`config.mk`:
```
export PLATFORM = sky130hd
export DESIGN_NAME = secded_pipe_corrector
export DESIGN_NICKNAME = d
export VERILOG_FILES = /design/src/rtl/secded_pkg.sv /design/src/rtl/secded_pipe_corrector_syndrome.sv /design/src/rtl/secded_pipe_corrector.sv
export SDC_FILE = /design/constraint.sdc
export NUM_CORES = 1
export LEC_CHECK = 0
export ABC_AREA = 1
export BUFFER_PORTS_ARGS = -buffer_cell sky130_fd_sc_hd__buf_2
export CORE_ASPECT_RATIO = 1.4
export CORE_MARGIN = 10
export CORE_UTILIZATION = 51
export DETAILED_ROUTE_END_ITERATION = 8
export PLACE_DENSITY = 0.7
export REMOVE_ABC_BUFFERS = 1
export SLEW_MARGIN = 40
export SYNTH_ARGS = -nofsm -noshare
export SYNTH_HDL_FRONTEND = slang
export SYNTH_SLANG_ARGS = --single-unit
```
`constraint.sdc`:
```
create_clock -name clk -period 3.2 [get_ports clk]
set_clock_uncertainty 0.05 [all_clocks]
set_input_delay 0.16 -clock clk [delete_from_list [all_inputs] [get_ports clk]]
set_output_delay 0.16 -clock clk [all_outputs]
set_load 0.01 [all_outputs]
```
`src/rtl/secded_pkg.sv`:
```
// secded_pkg
//   Shared definitions for the pipelined SEC/SEC-DED corrector.
//   - err_e    : per-word error class reported on out_err.
//   - ham_w    : number of Hamming check bits needed for a data width.
//   - data_pos : codeword position (1-based) that holds data bit i.
//                Data bits fill the non-power-of-two positions in order,
//                so bit 0 -> 3, bit 1 -> 5, bit 2 -> 6, bit 3 -> 7, ...
package secded_pkg;

   typedef enum logic [1:0] {
      ERR_NONE = 2'b00,  // clean word
      ERR_DATA = 2'b01,  // single data-bit error (correctable)
      ERR_CHK  = 2'b10,  // check-bit error, data intact
      ERR_UNC  = 2'b11   // uncorrectable
   } err_e;

   // Smallest r with 2^r >= data_w + r + 1.
   function automatic int ham_w(input int data_w);
      int r;
      r = 1;
      for (int i = 0; i < 8; i++) begin
         if ((1 << r) < data_w + r + 1) r = r + 1;
      end
      return r;
   endfunction

   // Position of data bit i among the non-power-of-two codeword slots.
   function automatic int data_pos(input int i);
      int cnt;
      int pos;
      cnt = 0;
      pos = 0;
      for (int p = 3; p < 128; p++) begin
         if ((p & (p - 1)) != 0) begin
            if (cnt == i && pos == 0) pos = p;
            cnt = cnt + 1;
         end
      end
      return pos;
   endfunction

endpackage

```
`src/rtl/secded_pipe_corrector_syndrome.sv`:
```
// secded_syndrome
//   Combinational syndrome / overall-parity evaluator for one received word.
//   Ports:
//     data       in  DATA_W  received data bits
//     chk        in  CHK_W   received check bits (Hamming bits, then the
//                            overall parity bit when DED_EN=1)
//     syndrome   out HAM_W   XOR of the indices of all set codeword positions
//     parity_err out 1       overall parity mismatch (always 0 when DED_EN=0)
module secded_syndrome
   import secded_pkg::*;
#(
   parameter int  DATA_W = 32,
   parameter int  DED_EN = 1,
   localparam int HAM_W  = ham_w(DATA_W),
   localparam int CHK_W  = HAM_W + DED_EN
) (
   input  logic [DATA_W-1:0] data,
   input  logic [CHK_W-1:0]  chk,
   output logic [HAM_W-1:0]  syndrome,
   output logic              parity_err
);

   // Each set data bit contributes its codeword index to the syndrome.
   logic [HAM_W-1:0] term [DATA_W];

   for (genvar i = 0; i < DATA_W; i++) begin : g_term
      localparam int POS = data_pos(i);
      assign term[i] = data[i] ? HAM_W'(POS) : '0;
   end

   // Hamming check bit k sits at position 2^k, so its index contribution
   // is exactly bit k: the check bits can be XORed in as a vector.
   always_comb begin
      syndrome = chk[HAM_W-1:0];
      for (int i = 0; i < DATA_W; i++) begin
         syndrome = syndrome ^ term[i];
      end
   end

   // The stored overall bit makes the full codeword even, so any odd
   // number of flips shows up as a set reduction XOR.
   if (DED_EN != 0) begin : g_ded
      assign parity_err = (^data) ^ (^chk);
   end else begin : g_sec
      assign parity_err = 1'b0;
   end

endmodule

```
`src/rtl/secded_pipe_corrector.sv`:
```
// secded_pipe_corrector
//   Two-stage pipelined SEC / SEC-DED decoder with valid/ready handshake,
//   optional correction, per-word error class and saturating error counters.
//   Ports:
//     clk, rst_n              clock, synchronous active-low reset
//     in_valid/in_ready       input handshake
//     in_data, in_chk         received data and check bits
//     corr_en                 apply correction to this word (sampled with it)
//     out_valid/out_ready     output handshake
//     out_data                corrected (or raw) data
//     out_syndrome, out_err   Hamming syndrome and error class of the word
//     cnt_clr                 synchronous clear of both counters
//     cnt_corr, cnt_unc       accepted words with class 01/10, resp. 11
//
//   Handshake: a transfer happens on a rising edge where valid and ready are
//   both high. The pipeline stalls globally: both stages move only when
//   advance = !out_valid || out_ready, and in_ready is that same signal.
//   out_valid, once raised, holds with stable out_* until out_ready is seen.
module secded_pipe_corrector
   import secded_pkg::*;
#(
   parameter int  DATA_W = 32,
   parameter int  DED_EN = 1,
   parameter int  CNT_W  = 16,
   localparam int HAM_W  = ham_w(DATA_W),
   localparam int CHK_W  = HAM_W + DED_EN,
   localparam int N      = DATA_W + HAM_W
) (
   input  logic              clk,
   input  logic              rst_n,
   input  logic              in_valid,
   output logic              in_ready,
   input  logic [DATA_W-1:0] in_data,
   input  logic [CHK_W-1:0]  in_chk,
   input  logic              corr_en,
   output logic              out_valid,
   input  logic              out_ready,
   output logic [DATA_W-1:0] out_data,
   output logic [HAM_W-1:0]  out_syndrome,
   output logic [1:0]        out_err,
   input  logic              cnt_clr,
   output logic [CNT_W-1:0]  cnt_corr,
   output logic [CNT_W-1:0]  cnt_unc
);

   localparam logic [HAM_W-1:0] N_MAX = HAM_W'(N);

   logic              advance;
   logic              s1_valid;
   logic [DATA_W-1:0] s1_data;
   logic [CHK_W-1:0]  s1_chk;
   logic              s1_corr_en;

   logic [HAM_W-1:0]  syn;
   logic              pm;
   logic              syn_pow2;
   logic              syn_in_range;
   err_e              cls;
   logic [DATA_W-1:0] flip_mask;
   logic [DATA_W-1:0] fixed_data;

   logic              accept;
   logic              corr_evt;
   logic              unc_evt;

   assign advance  = !out_valid || out_ready;
   assign in_ready = advance;

   // ---------------- Stage 1: capture received word ----------------
   // On advance S1 always takes in_valid, so an idle input leaves a bubble;
   // during a stall S1 simply holds.
   always_ff @(posedge clk) begin
      if (!rst_n) begin
         s1_valid   <= 1'b0;
         s1_data    <= '0;
         s1_chk     <= '0;
         s1_corr_en <= 1'b0;
      end else if (advance) begin
         s1_valid <= in_valid;
         if (in_valid) begin
            s1_data    <= in_data;
            s1_chk     <= in_chk;
            s1_corr_en <= corr_en;
         end
      end
   end

   secded_syndrome #(
      .DATA_W (DATA_W),
      .DED_EN (DED_EN)
   ) u_syndrome (
      .data       (s1_data),
      .chk        (s1_chk),
      .syndrome   (syn),
      .parity_err (pm)
   );

   // ---------------- Classification ----------------
   // A nonzero power-of-two syndrome addresses a Hamming check bit.
   assign syn_pow2     = (syn & (syn - HAM_W'(1))) == '0;
   assign syn_in_range = syn <= N_MAX;

   always_comb begin
      cls = ERR_NONE;
      if (syn == '0) begin
         // Only the overall parity bit itself can be wrong here.
         if (pm) cls = ERR_CHK;
      end else if (!syn_in_range) begin
         cls = ERR_UNC;
      end else if ((DED_EN != 0) && !pm) begin
         // Even number of flips with a nonzero syndrome: double error.
         cls = ERR_UNC;
      end else if (syn_pow2) begin
         cls = ERR_CHK;
      end else begin
         cls = ERR_DATA;
      end
   end

   // ---------------- Correction ----------------
   for (genvar i = 0; i < DATA_W; i++) begin : g_flip
      localparam int POS = data_pos(i);
      assign flip_mask[i] = (syn == HAM_W'(POS));
   end

   assign fixed_data = ((cls == ERR_DATA) && s1_corr_en) ? (s1_data ^ flip_mask)
                                                         : s1_data;

   // ---------------- Stage 2: output registers ----------------
   always_ff @(posedge clk) begin
      if (!rst_n) begin
         out_valid    <= 1'b0;
         out_data     <= '0;
         out_syndrome <= '0;
         out_err      <= ERR_NONE;
      end else if (advance) begin
         out_valid <= s1_valid;
         if (s1_valid) begin
            out_data     <= fixed_data;
            out_syndrome <= syn;
            out_err      <= cls;
         end
      end
   end

   // ---------------- Error counters ----------------
   // Counted at output acceptance so a stalled word is seen exactly once.
   assign accept   = out_valid && out_ready;
   assign corr_evt = accept && ((out_err == ERR_DATA) || (out_err == ERR_CHK));
   assign unc_evt  = accept && (out_err == ERR_UNC);

   always_ff @(posedge clk) begin
      if (!rst_n) begin
         cnt_corr <= '0;
         cnt_unc  <= '0;
      end else if (cnt_clr) begin
         cnt_corr <= '0;
         cnt_unc  <= '0;
      end else begin
         if (corr_evt && (cnt_corr != '1)) cnt_corr <= cnt_corr + CNT_W'(1);
         if (unc_evt && (cnt_unc != '1))   cnt_unc  <= cnt_unc + CNT_W'(1);
      end
   end

endmodule

```
==> Word level (Yosys, flattened, before mapping) <==
Index checks and enable logic that the tools add are counted.
Widths: inputs -> output; s select.
{ "classes": {"addsub": 3, "order_cmp": 1, "eq_ne": 38, "n_mux": 38, "n_bitwise": 36, "n_reduce_logical": 16} }
{ "ops": {"columns": ["op", "n"], "rows": [
  ["$xor 6x6->6", 32],
  ["$eq 6x5->1 const B", 15],
  ["$mux 5", 15],
  ["$eq 6x4->1 const B", 7],
  ["$eq 6x6->1 const B", 6],
  ["$mux 6", 6],
  ["$add 16x1->16 const B", 2],
  ["$mux 32", 1],
  ["$ne 16x16->1 const B", 2],
  ["$reduce_xor 32->1", 1],
  ["$xor 32x32->32", 1],
  ["$mux 4", 7],
  ["$eq 6x3->1 const B", 3],
  ["$logic_not 6->1", 2],
  ["$mux 2", 6],
  ["$mux 3", 3],
  ["$reduce_xor 7->1", 1],
  ["$and 6x6->6", 1],
  ["$eq 6x2->1 const B", 1],
  ["$le 6x6->1 const B", 1],
  ["$logic_and 1x1->1", 6],
  ["$sub 6x1->6 const B", 1],
  ["$eq 2x1->1 const B", 2],
  ["$eq 2x2->1 const B", 2],
  ["6 further kinds", 8]
]} }
{ "word_totals": {"ff_bits": 114, "word_cells": 142} }

==> Logic depth before layout (Yosys ltp) <==
Gate-level depths: netlist of the first run.
{ "logic_depth": {"ltp_word": 43, "depth_mapped": 25, "ltp_nobuf": 23} }

==> Cells and area by module <==
A second synthesis of the first run with hierarchy kept.
{ "hier_totals": {"hier_cells": 1254, "hier_area_um2": 7568.5} }
{ "by_module_without_submodules": {"columns": ["module", "n_inst", "cells_per_inst", "area_per_inst_um2", "seq_area_each_um2"], "rows": [
  ["secded_pipe_corrector", 1, 928, 5988.2, 2282.2],
  ["secded_syndrome", 1, 326, 1580.3, 0.0]
]} }

==> Worst setup path before layout of the first run <==
OpenSTA, ideal clock, no wires.
{ "synth_path": {"path_type": "register to register", "start": "register s1_data[10]", "end": "register out_data[4]", "setup_ns": 0.109, "t_arrival_ns": 2.179, "required_time_ns": 3.041, "slack_ns": 0.862, "stages_incl_launch_ff": 23, "path_buffers": 2, "path_cell_list": "dfxtp_1 buf_2 inv_2 nand2_1 nand2_1 nand2_1 nand2_1 nand2_1 nand2_1 nand2_1 nand2_1 inv_2 nand2_1 nand2_1 nor2_2 nand3_2 a21oi_4 nand3_4 buf_6 nand2_1 nand3_1 nand2_1 inv_1"} }
{ "synth_via": {"elab_chain_len": 33, "word_cells_on_any_way": 40} }
{ "synth_rtl": {"columns": ["element", "line_no", "rtl"], "rows": [
  ["start, declared", "secded_pipe_corrector.sv:50", "logic [DATA_W-1:0] s1_data;"],
  ["start signal, assigned", "secded_pipe_corrector.sv:81", "s1_data <= in_data;"],
  ["$mux 4", "secded_pipe_corrector_syndrome.sv:28", "assign term[i] = data[i] ? HAM_W'(POS) : '0;"],
  ["$xor 6x6->6 (22 in series)", "secded_pipe_corrector_syndrome.sv:36", "syndrome = syndrome ^ term[i];"],
  ["$sub 6x1->6", "secded_pipe_corrector.sv:100", "assign syn_pow2 = (syn & (syn - HAM_W'(1))) == '0;"],
  ["$and 6x6->6", "secded_pipe_corrector.sv:100", null],
  ["$logic_not 6->1", "secded_pipe_corrector.sv:100", null],
  ["$mux 2", "secded_pipe_corrector.sv:113", "end else if (syn_pow2) begin"],
  ["$mux 2", "secded_pipe_corrector.sv:110", "end else if ((DED_EN != 0) && !pm) begin"],
  ["$mux 2", "secded_pipe_corrector.sv:108", "end else if (!syn_in_range) begin"],
  ["$mux 2", "secded_pipe_corrector.sv:105", "if (syn == '0) begin"],
  ["$eq 2x1->1", "secded_pipe_corrector.sv:126", "assign fixed_data = ((cls == ERR_DATA) && s1_corr_en) ? (s1_data ^ flip_mask)"],
  ["$logic_and 1x1->1", "secded_pipe_corrector.sv:126", null],
  ["$mux 32 *", "secded_pipe_corrector.sv:126", null],
  ["end signal, assigned", "secded_pipe_corrector.sv:139", "out_data <= fixed_data;"],
  ["end, declared", "secded_pipe_corrector.sv:38", "output logic [DATA_W-1:0] out_data,"]
]} }
Mark *: on every way between the ends. The rest lies on a longest branch, timed or not.
A chain may end at the register's enable or synchronous reset.

==> Worst setup path in the final report of the first run <==
{ "layout_path": {"start": "register s1_data[10]", "end": "register out_data[8]"} }
The elaborated chain is that of the path after synthesis.

==> impl_metrics.yaml, run 1 <==
outcome:
  outcome: "finished, final reports clean"
worst_setup_path:
  path_max_fanout: 27
  required_ns: 3.47
  worst-setup-path-type: "flop to flop"
  end_kind: "flop"
  setup.worst_path.start: "s1_data[10]"
  start_kind: "flop"
  timing.rr.start: "s1_data[10]"
  critPathArrivalTime_ns: 3.15
die:
  io_pins: 119
  fp.dieW_um: 121
  core_area_sq_mm: 0.0139
  start_util_pct: 52.0
  die-area_sq_mm: 0.0194
  core.rowCount: 51
  die_h_um: 161
cells_and_area:
  antenna_cells: 0
  synthToLayoutAreaGrowth_pct: 22.5
  final_nets: 1378
  layout-drive-gt1-share_pct: 16.4
  fin_area_sq_mm: 0.00887
route:
  antenna_left: 0
  avgViaCountPerCell: 5.29
  post-route-drc-count: 0
  drtIter0Drc: 605
  finalWirelength_um: 23000
  num_vias: 8084
  route.detailed.wl_per_inst_um: 15.1
  dr.pass1.iters: 5
pwr:
  sw_frac_of_total_pct: 40.5
  switchingPower_mw: 2.21
  combPwrFrac_pct: 37.3
  power.density_mw_per_mm2: 616
  internal_power_mw: 3.25
  pwr-share-seq_pct: 29.2
  pwr-share-clk_pct: 33.4
  peakVddDrop_mv: 0.360
  leakagePower_nw: 4.40
timing:
  hold_viol: 0
  fmax_mhz: 347
  fin_tns_setup_ns: 0
  post-route-period-util_pct: 90.0
  finalSetupViolCount: 0
  worstMarginPinSlew_ns: 0.530
  relSlewSlack_pct: 64.6
  finalCriticalPeriod_ns: 2.88
  slew_viol_final: 0
  rsz0062_at_grt: "no"
yosys:
  yosysMostFrequentCell: "nand2_1"
  synthCells: 1197
  synth_area_leader_cell: "dfxtp_1"
  synth_edf_count: 0
  yosys-top-cells-count: "368 x nand2_1, 122 x nand3_1, 122 x nor2_1"
  seq_area_frac_synth_pct: 31.5
  ys_ff_latch: 114
  synth_area_leaders: "dfxtp_1 32%, nand2_1 19%, nand3_1 8.4%"
  syn_area_sq_mm: 0.00724
  syn_avg_cell_area_sq_um: 6.05
  synth_top_area_share_pct: 31.5
  synth-async-reset-ratio_pct: 0
  synth-main-ff-cell: "dfxtp_1"
  synth_cell_types: 34
  ys.warnings.count: 0
clock_tree:
  post_cts.repair.setup_buffers: 0
  cts.path.max_buffers: 2
  cts_tree: "yes"
  clk_pin_slew_ns: 0.06
  clock_latency_ns: 0.42
  cts_made_buffers: 17
  cts.sinks: 114
  cts-root-buf: "clkbuf_16"
  htree_num_levels: 4
worst_hold_path:
  hold_path_class: "input port to flop"
  worstHoldStart: "in_data[26]"
grt:
  grt_max_degree: 46
  antenna_found_initial: 0
  track_usage_pct: 23.9
  grt_pass1_vias: 7950
  grt_overflow: 0
  grt_pass1_wl_um: 38100
placement:
  gp_congestion: 0.982
  dp_hpwl_um: 16900
  dpl-instance-area_sq_mm: 0.00804
  numPortBuffers: 118
run:
  cap_violations: 0
==> critical path, cell delays in order, from the launching register on <==
cell     delay, ns
dfxtp_1       0.53
inv_2         0.14
nand2_1       0.08
nand2_1       0.08
nand2_1       0.09
nand2_1       0.05
nand2_1       0.07
nand3_1       0.08
nand2_1       0.16
xor2_2        0.32
nand2_1       0.19
nand2_1       0.10
inv_1         0.04
nor2_1        0.12
nand3_2       0.14
buf_6         0.22
nand4_1       0.10
nand3_1       0.10
nand2_1       0.08
inv_1         0.03
==> registers in the layout, summed over array words and instances, names as in the netlist <==
signal,cells
s1_valid,1
s1_chk,7
out_syndrome,6
out_err,2
out_data,32
cnt_corr,16
s1_data,32
out_valid,1
s1_corr_en,1
cnt_unc,16
==> power by group through the flow <==
stage / logic [mW] / registers, mW / clock network, mW
final: 2.04 / 1.60 / 1.83
after global routing: 2.24 / 1.61 / 1.90
after CTS: 1.99 / 1.59 / 1.84
after detailed placement: 1.96 / 1.62 / 0
after global placement: 1.94 / 1.62 / 0
after floorplan: 1.23 / 1.63 / 0
==> cell usage in the layout (no fill, tap or decap), types with 3 or more instances in the layout <==
cell | netlist | routed
xnor2_1 | 23 | 23
dfxtp_1 | 114 | 114
dlygate4sd3_1 | 0 | 24
o21a_1 | 4 | 4
nand4_1 | 52 | 52
o211ai_1 | 3 | 3
nand3_2 | 3 | 3
nand3_1 | 122 | 122
buf_2 | 20 | 118
buf_12 | 0 | 3
o21ai_0 | 58 | 58
a211oi_1 | 3 | 3
nand2_2 | 5 | 6
buf_4 | 4 | 25
xor2_1 | 12 | 12
nor3_1 | 16 | 16
ha_1 | 3 | 3
inv_1 | 121 | 121
clkbuf_16 | 0 | 17
clkinv_4 | 0 | 3
nand2_1 | 368 | 367
a21oi_1 | 64 | 64
inv_2 | 24 | 24
nor2_1 | 122 | 121
o21ai_1 | 4 | 4
clkinvlp_4 | 0 | 3
==> cell families (layout without fill, tap and decap cells) <==
| family | Yosys count | in the layout | synth area share (%) |
|---|---|---|---|
| compound gates | 138 | 138 | 10.2 |
| xor+xnor | 37 | 37 | 4.69 |
| fa+ha+maj | 3 | 3 | 0.519 |
| buf+inv | 205 | 350 | 11.5 |
| flops | 114 | 114 | 31.5 |
| simple gates | 700 | 700 | 41.6 |
==> through the flow <==
step / hold WS (ns) / utilization (%) / worst slack [ns] / power [mW] / cells
after floorplan: 0.246 / - / -0.226 / 2.86 / 1139
after global placement: 0.361 / 57.8 / 0.378 / 3.56 / 1471
after detailed placement: 0.368 / 57.8 / 0.315 / 3.58 / 1471
after CTS: 0.00357 / 63.6 / 0.314 / 5.43 / 1526
after global routing: 0.0188 / 63.7 / 0.0640 / 5.75 / 1527
final: 0.00839 / 63.7 / 0.319 / 5.46 / 1527
==> what timing repair did <==
item | in CTS | in global routing
resized for setup | 0 | 1
setup endpoints to repair | 0 | 2
endpoints found under the hold margin | 24 | 0
hold buffers | 24 | 0
==> routing by layer <==
| layer | part of all wire, % | vias to the layer above | global-route usage [%] |
|---|---|---|---|
| li1 | - | 4097 | - |
| met1 | 40 | 3630 | 25.7 |
| met2 | 50 | 289 | 42.8 |
| met3 | 6.0 | 68 | 5.12 |
| met4 | 3.8 | 0 | 11.3 |
| met5 | 0 | - | 0 |
==> path summary, 6_finish.rpt <==
path | slack (ns) | endpoint | cells after the start
max reg2reg | 0.32 | out_data[8] | 19
min | 0.008 | s1_data[26] | 3
max | 0.32 | out_data[8] | 19
min reg2reg | 0.42 | s1_valid | 2
==> layout make-up <==
type	count	area [sq um]
clock buffers	20	457
clock inverters	11	106
fillers	1381	5040
inverters	147	552
multi-input cells	878	4130
flip-flops and latches	114	2280
well taps	185	231
repair buffers	172	1100
(Power assumes the default switching activity.)
==> inputs of run 2 (changes only) <==
--- a/config.mk
+++ b/config.mk
@@ -7,11 +7,13 @@
 export LEC_CHECK = 0
 export ABC_AREA = 1
 export BUFFER_PORTS_ARGS = -buffer_cell sky130_fd_sc_hd__buf_2
+export CELL_PAD_IN_SITES_DETAIL_PLACEMENT = 1
+export CELL_PAD_IN_SITES_GLOBAL_PLACEMENT = 2
 export CORE_ASPECT_RATIO = 1.4
 export CORE_MARGIN = 10
-export CORE_UTILIZATION = 51
+export CORE_UTILIZATION = 30
 export DETAILED_ROUTE_END_ITERATION = 8
-export PLACE_DENSITY = 0.7
+export PLACE_DENSITY = 0.78
 export REMOVE_ABC_BUFFERS = 1
 export SLEW_MARGIN = 40
 export SYNTH_ARGS = -nofsm -noshare
==> impl_metrics.yaml, run 2 (same netlist as run 1, synthesis figures left out) <==
worst_setup_path:
  critPathArrivalTime_ns: 3.16
  end_kind: "flop"
  required_ns: 3.48
  worst-setup-path-type: "flop to flop"
  path_max_fanout: 32
  start_kind: "flop"
cells_and_area:
  fin_area_sq_mm: 0.00926
  final_nets: 1387
  antenna_cells: 0
  layout_commonest_cell: "nand2_1"
  final_cell_mix: "367 x nand2_1, 122 x nand3_1, 121 x inv_1"
  synthToLayoutAreaGrowth_pct: 27.9
  layout-drive-gt1-share_pct: 17.2
  reg.largest.list: "out_data x32, s1_data x32"
placement:
  gp_congestion: 0.896
  numPortBuffers: 118
  dpl-instance-area_sq_mm: 0.00821
  dp_hpwl_um: 20900
clock_tree:
  cts_tree: "yes"
  htree_num_levels: 4
  clk_pin_slew_ns: 0.06
  cts-root-buf: "clkbuf_16"
  cts.sinks: 114
  cts.path.max_buffers: 2
  cts_made_buffers: 17
  post_cts.repair.setup_buffers: 0
  clock_latency_ns: 0.43
grt:
  antenna_found_initial: 0
  grt_pass1_vias: 8457
  grt_max_degree: 53
  grt_overflow: 0
  grt_pass1_wl_um: 44700
  track_usage_pct: 18.3
route:
  avgViaCountPerCell: 4.88
  finalWirelength_um: 27900
  dr.pass1.iters: 4
  drtIter0Drc: 374
  antenna_left: 0
  route.detailed.wl_per_inst_um: 16.8
  num_vias: 8109
  post-route-drc-count: 0
outcome:
  outcome: "finished, final reports clean"
pwr:
  power.density_mw_per_mm2: 645
  leakagePower_nw: 4.50
  total_power_mw: 5.97
  peakVddDrop_mv: 0.453
run:
  cap_violations: 0
die:
  start_util_pct: 30.3
  core_area_sq_mm: 0.0239
  die-area_sq_mm: 0.0308
  die_h_um: 204
  fp.dieW_um: 151
  io_pins: 119
  core.rowCount: 67
timing:
  rsz0062_at_grt: "no"
  finalCriticalPeriod_ns: 2.88
  post-route-period-util_pct: 90.0
  hold_viol: 0
  fin_tns_setup_ns: 0
  slew_viol_final: 0
  relSlewSlack_pct: 58.4
  finalSetupViolCount: 0
  fmax_mhz: 347
  worstMarginPinSlew_ns: 0.624
worst_hold_path:
  hold_path_class: "input port to flop"
==> run 2: layout make-up <==
type,count,area (sq um)
Multi-Input combinational cell,878,4160
Timing Repair Buffer,181,1180
Tap cell,310,388
Inverter,147,552
Sequential cell,114,2290
Clock inverter,13,230
Clock buffer,19,453
Fill cell,3205,14600
==> run 2: worst max-delay path, stage by stage, from the launching register on <==
cell     delay [ns]
dfxtp_2        0.35
inv_2          0.10
nand2_1        0.06
nand2_1        0.16
inv_2          0.07
nand2_1        0.14
nand2_1        0.07
nand3_1        0.07
nand2_1        0.16
inv_1          0.12
nand2_1        0.05
nand2_1        0.21
nand2_1        0.13
inv_2          0.09
nand3_2        0.12
a21oi_4        0.24
nand3_4        0.10
buf_12         0.20
nand2_1        0.07
nand3_1        0.08
nand2_1        0.09
inv_1          0.04
==> run 2: layer usage <==
layer  vias to the layer above  wire length, um  GRT usage [%]
met1                      3801            11500           20.7
met2                       161            14300           32.9
met5                         -                0              0
met3                        38             1470           3.37
li1                       4109                -              -
met4                         0              662           6.65
==> run 2: what timing repair did <==
action                                  CTS  global route
hold endpoints to repair                 33             0
hold buffers                             33             0
endpoints found under the setup margin    0            33
resized for setup                         0            10
==> run 2: final timing paths <==
kind | startpoint | end | slack [ns] | depth (start not counted)
max | s1_data[17] | out_data[21] | 0.32 | 21
min reg2reg | s1_valid | s1_valid | 0.41 | 2
min | in_data[15] | s1_data[15] | 0.006 | 3
max reg2reg | s1_data[17] | out_data[21] | 0.32 | 21
==> run 2: power breakdown <==
part / internal (mW) / switching (mW) / leakage [nW]
clock network: 1.50 / 0.746 / 0.326
registers: 1.50 / 0.0958 / 0.938
logic: 0.660 / 1.47 / 3.23
total: 3.67 / 2.31 / 4.50
==> run 2: stage by stage <==
step                      hold slack (ns)  std cells  worst slack (ns)  utilization [%]
after floorplan                     0.246       1139            -0.226                -
after global placement              0.359       1597             0.187             34.4
after detailed placement            0.369       1597             0.164             34.4
after CTS                          0.0117       1662             0.147             38.6
after global routing               0.0282       1662           0.00350             38.7
final                             0.00646       1662             0.320             38.7
==> inputs of run 3 (changes only) <==
==> constraint.sdc (replaced) <==
create_clock -name clk -period 3 [get_ports clk]
set_clock_uncertainty 0.05 [all_clocks]
set_input_delay 0.15 -clock clk [delete_from_list [all_inputs] [get_ports clk]]
set_output_delay 0.15 -clock clk [all_outputs]
set_load 0.01 [all_outputs]
==> impl_metrics.yaml, run 3 (same netlist as run 1, synthesis figures left out) <==
worst_setup_path:
  rr_worst_depth: 21
  critPathArrivalTime_ns: 3.07
  timing.rr.start: "s1_data[10]"
  critPathBufInv: 4
  path_max_fanout: 16
  r2r_end: "out_data[2]"
  slowest_delay_ns: 0.39
  cpMostUsedCell: "nand2_1"
  end_kind: "flop"
  worst_path_max_delay_cell: "dfxtp_4"
  r2r_setup_slack_ns: 0.22
  path_delay_family: "simple AND/OR/NAND/NOR gates"
  start_kind: "flop"
  required_ns: 3.29
  worstPathCellList: "inv_2 > nand2_1 > nand2_1 > nand2_1 > nand2_1 > nand2_1 > nand2_1 > nand2_1 > nand2_1 > inv_2 > nand2_1 > nand2_1 > nor2_4 > nand3_2 > a21oi_4 > nand3_4 > clkbuf_16 > nand2_1 > nand3_1 > nand2_1 > inv_1"
  worst-setup-path-type: "flop to flop"
cells_and_area:
  reg.largest.list: "out_data x32, s1_data x32"
  final_nets: 1402
  final_cell_mix: "363 x nand2_1, 122 x nand3_1, 121 x inv_1"
  synthToLayoutAreaGrowth_pct: 29.5
  layout-drive-gt1-share_pct: 18.9
  layout_commonest_cell: "nand2_1"
placement:
  gp_congestion: 0.880
  numPortBuffers: 118
  dp_hpwl_um: 20900
die:
  fp.dieW_um: 151
  start_util_pct: 30.3
  io_pins: 119
  die-area_sq_mm: 0.0308
  die_h_um: 204
  core_area_sq_mm: 0.0239
  core.rowCount: 67
timing:
  finalCriticalPeriod_ns: 2.78
  slew_viol_final: 0
  worstMarginPinSlew_ns: 0.723
  hold_viol: 0
  post-route-period-util_pct: 92.8
  finalSetupViolCount: 0
  hold_slack_ns: 0.0108
  relSlewSlack_pct: 51.7
  fmax_mhz: 359
pwr:
  peakVddDrop_mv: 0.549
  power.density_mw_per_mm2: 664
  total_power_mw: 6.22
  leakagePower_nw: 4.54
clock_tree:
  cts.sinks: 114
  htree_num_levels: 4
  clock_latency_ns: 0.44
  cts_made_buffers: 17
  clk_pin_slew_ns: 0.06
  cts_tree: "yes"
  cts-root-buf: "clkbuf_16"
  cts.path.max_buffers: 2
route:
  dr.pass1.iters: 4
  finalWirelength_um: 28400
  num_vias: 8225
  antenna_left: 0
  post-route-drc-count: 0
  route.detailed.wl_per_inst_um: 16.9
  avgViaCountPerCell: 4.90
  drtIter0Drc: 319
worst_hold_path:
  holdPathEnd: "s1_data[14]"
  worstHoldStart: "in_data[14]"
  hold_path_class: "input port to flop"
  min_path_cells: 3
grt:
  track_usage_pct: 18.5
  grt_overflow: 0
  grt_max_degree: 78
  grt_pass1_vias: 8448
  grt_pass1_wl_um: 44900
  antenna_found_initial: 1
outcome:
  outcome: "finished, final reports clean"
run:
  cap_violations: 0
run 3: tightest hold or removal path, stage by stage:
cell,delay [ns]
buf_2,0.07
o21ai_0,0.11
a21oi_1,0.13
run 3: repair_timing:
action,CTS,global route
gates resized for setup,1,30
hold buffers,36,0
endpoints found under the setup margin,33,34
gates cloned,0,1
setup buffers,0,2
endpoints found under the hold margin,36,0
pin swaps,0,1
run 3: worst max-delay path by stage:
stage / from / endpoint / depth (start not counted)
after floorplan: out_valid / out_syndrome[2] / 6
after global placement: s1_data[10] / out_data[21] / 19
after detailed placement: s1_data[10] / out_data[21] / 19
after CTS: s1_data[0] / out_data[17] / 21
after global routing: s1_data[16] / out_data[31] / 22
final: s1_data[10] / out_data[2] / 21
run 3: through the flow:
| step | TNS [ns] | std cells | util (%) | worst slack, ns | instance area, sq um |
|---|---|---|---|---|---|
| floorplan | -15.05 | 1139 | - | -0.426 | 6960 |
| global placement | -0.330 | 1606 | 34.8 | -0.0472 | 8300 |
| detailed placement | -1.83 | 1606 | 34.8 | -0.0976 | 8300 |
| CTS | 0 | 1674 | 38.7 | 0.0134 | 9250 |
| global route | -0.0148 | 1678 | 39.2 | -0.0105 | 9370 |
| finish | 0 | 1678 | 39.2 | 0.217 | 9370 |
run 3: routing by layer:
metal	part of all wire, %	vias to the layer above	track usage [%]
met5	0	-	0
met4	2.2	0	6.72
met3	4.3	32	2.91
met2	52	155	33.7
met1	42	3901	20.9
li1	-	4137	-
run 3: layout make-up:
class,count,area (sq um)
antenna,1,2.50
clock buffer,19,453
clock inverter,13,136
fill,3144,14500
inverter,147,552
multi-input combinational,878,4180
sequential,114,2300
tap,310,388
timing repair buffer,196,1350
run 3: report_power, final:
part,internal (mW),total [mW],switching [mW]
Combinational,0.805,2.45,1.65
Sequential,1.61,1.71,0.102
Clock,1.26,2.06,0.799
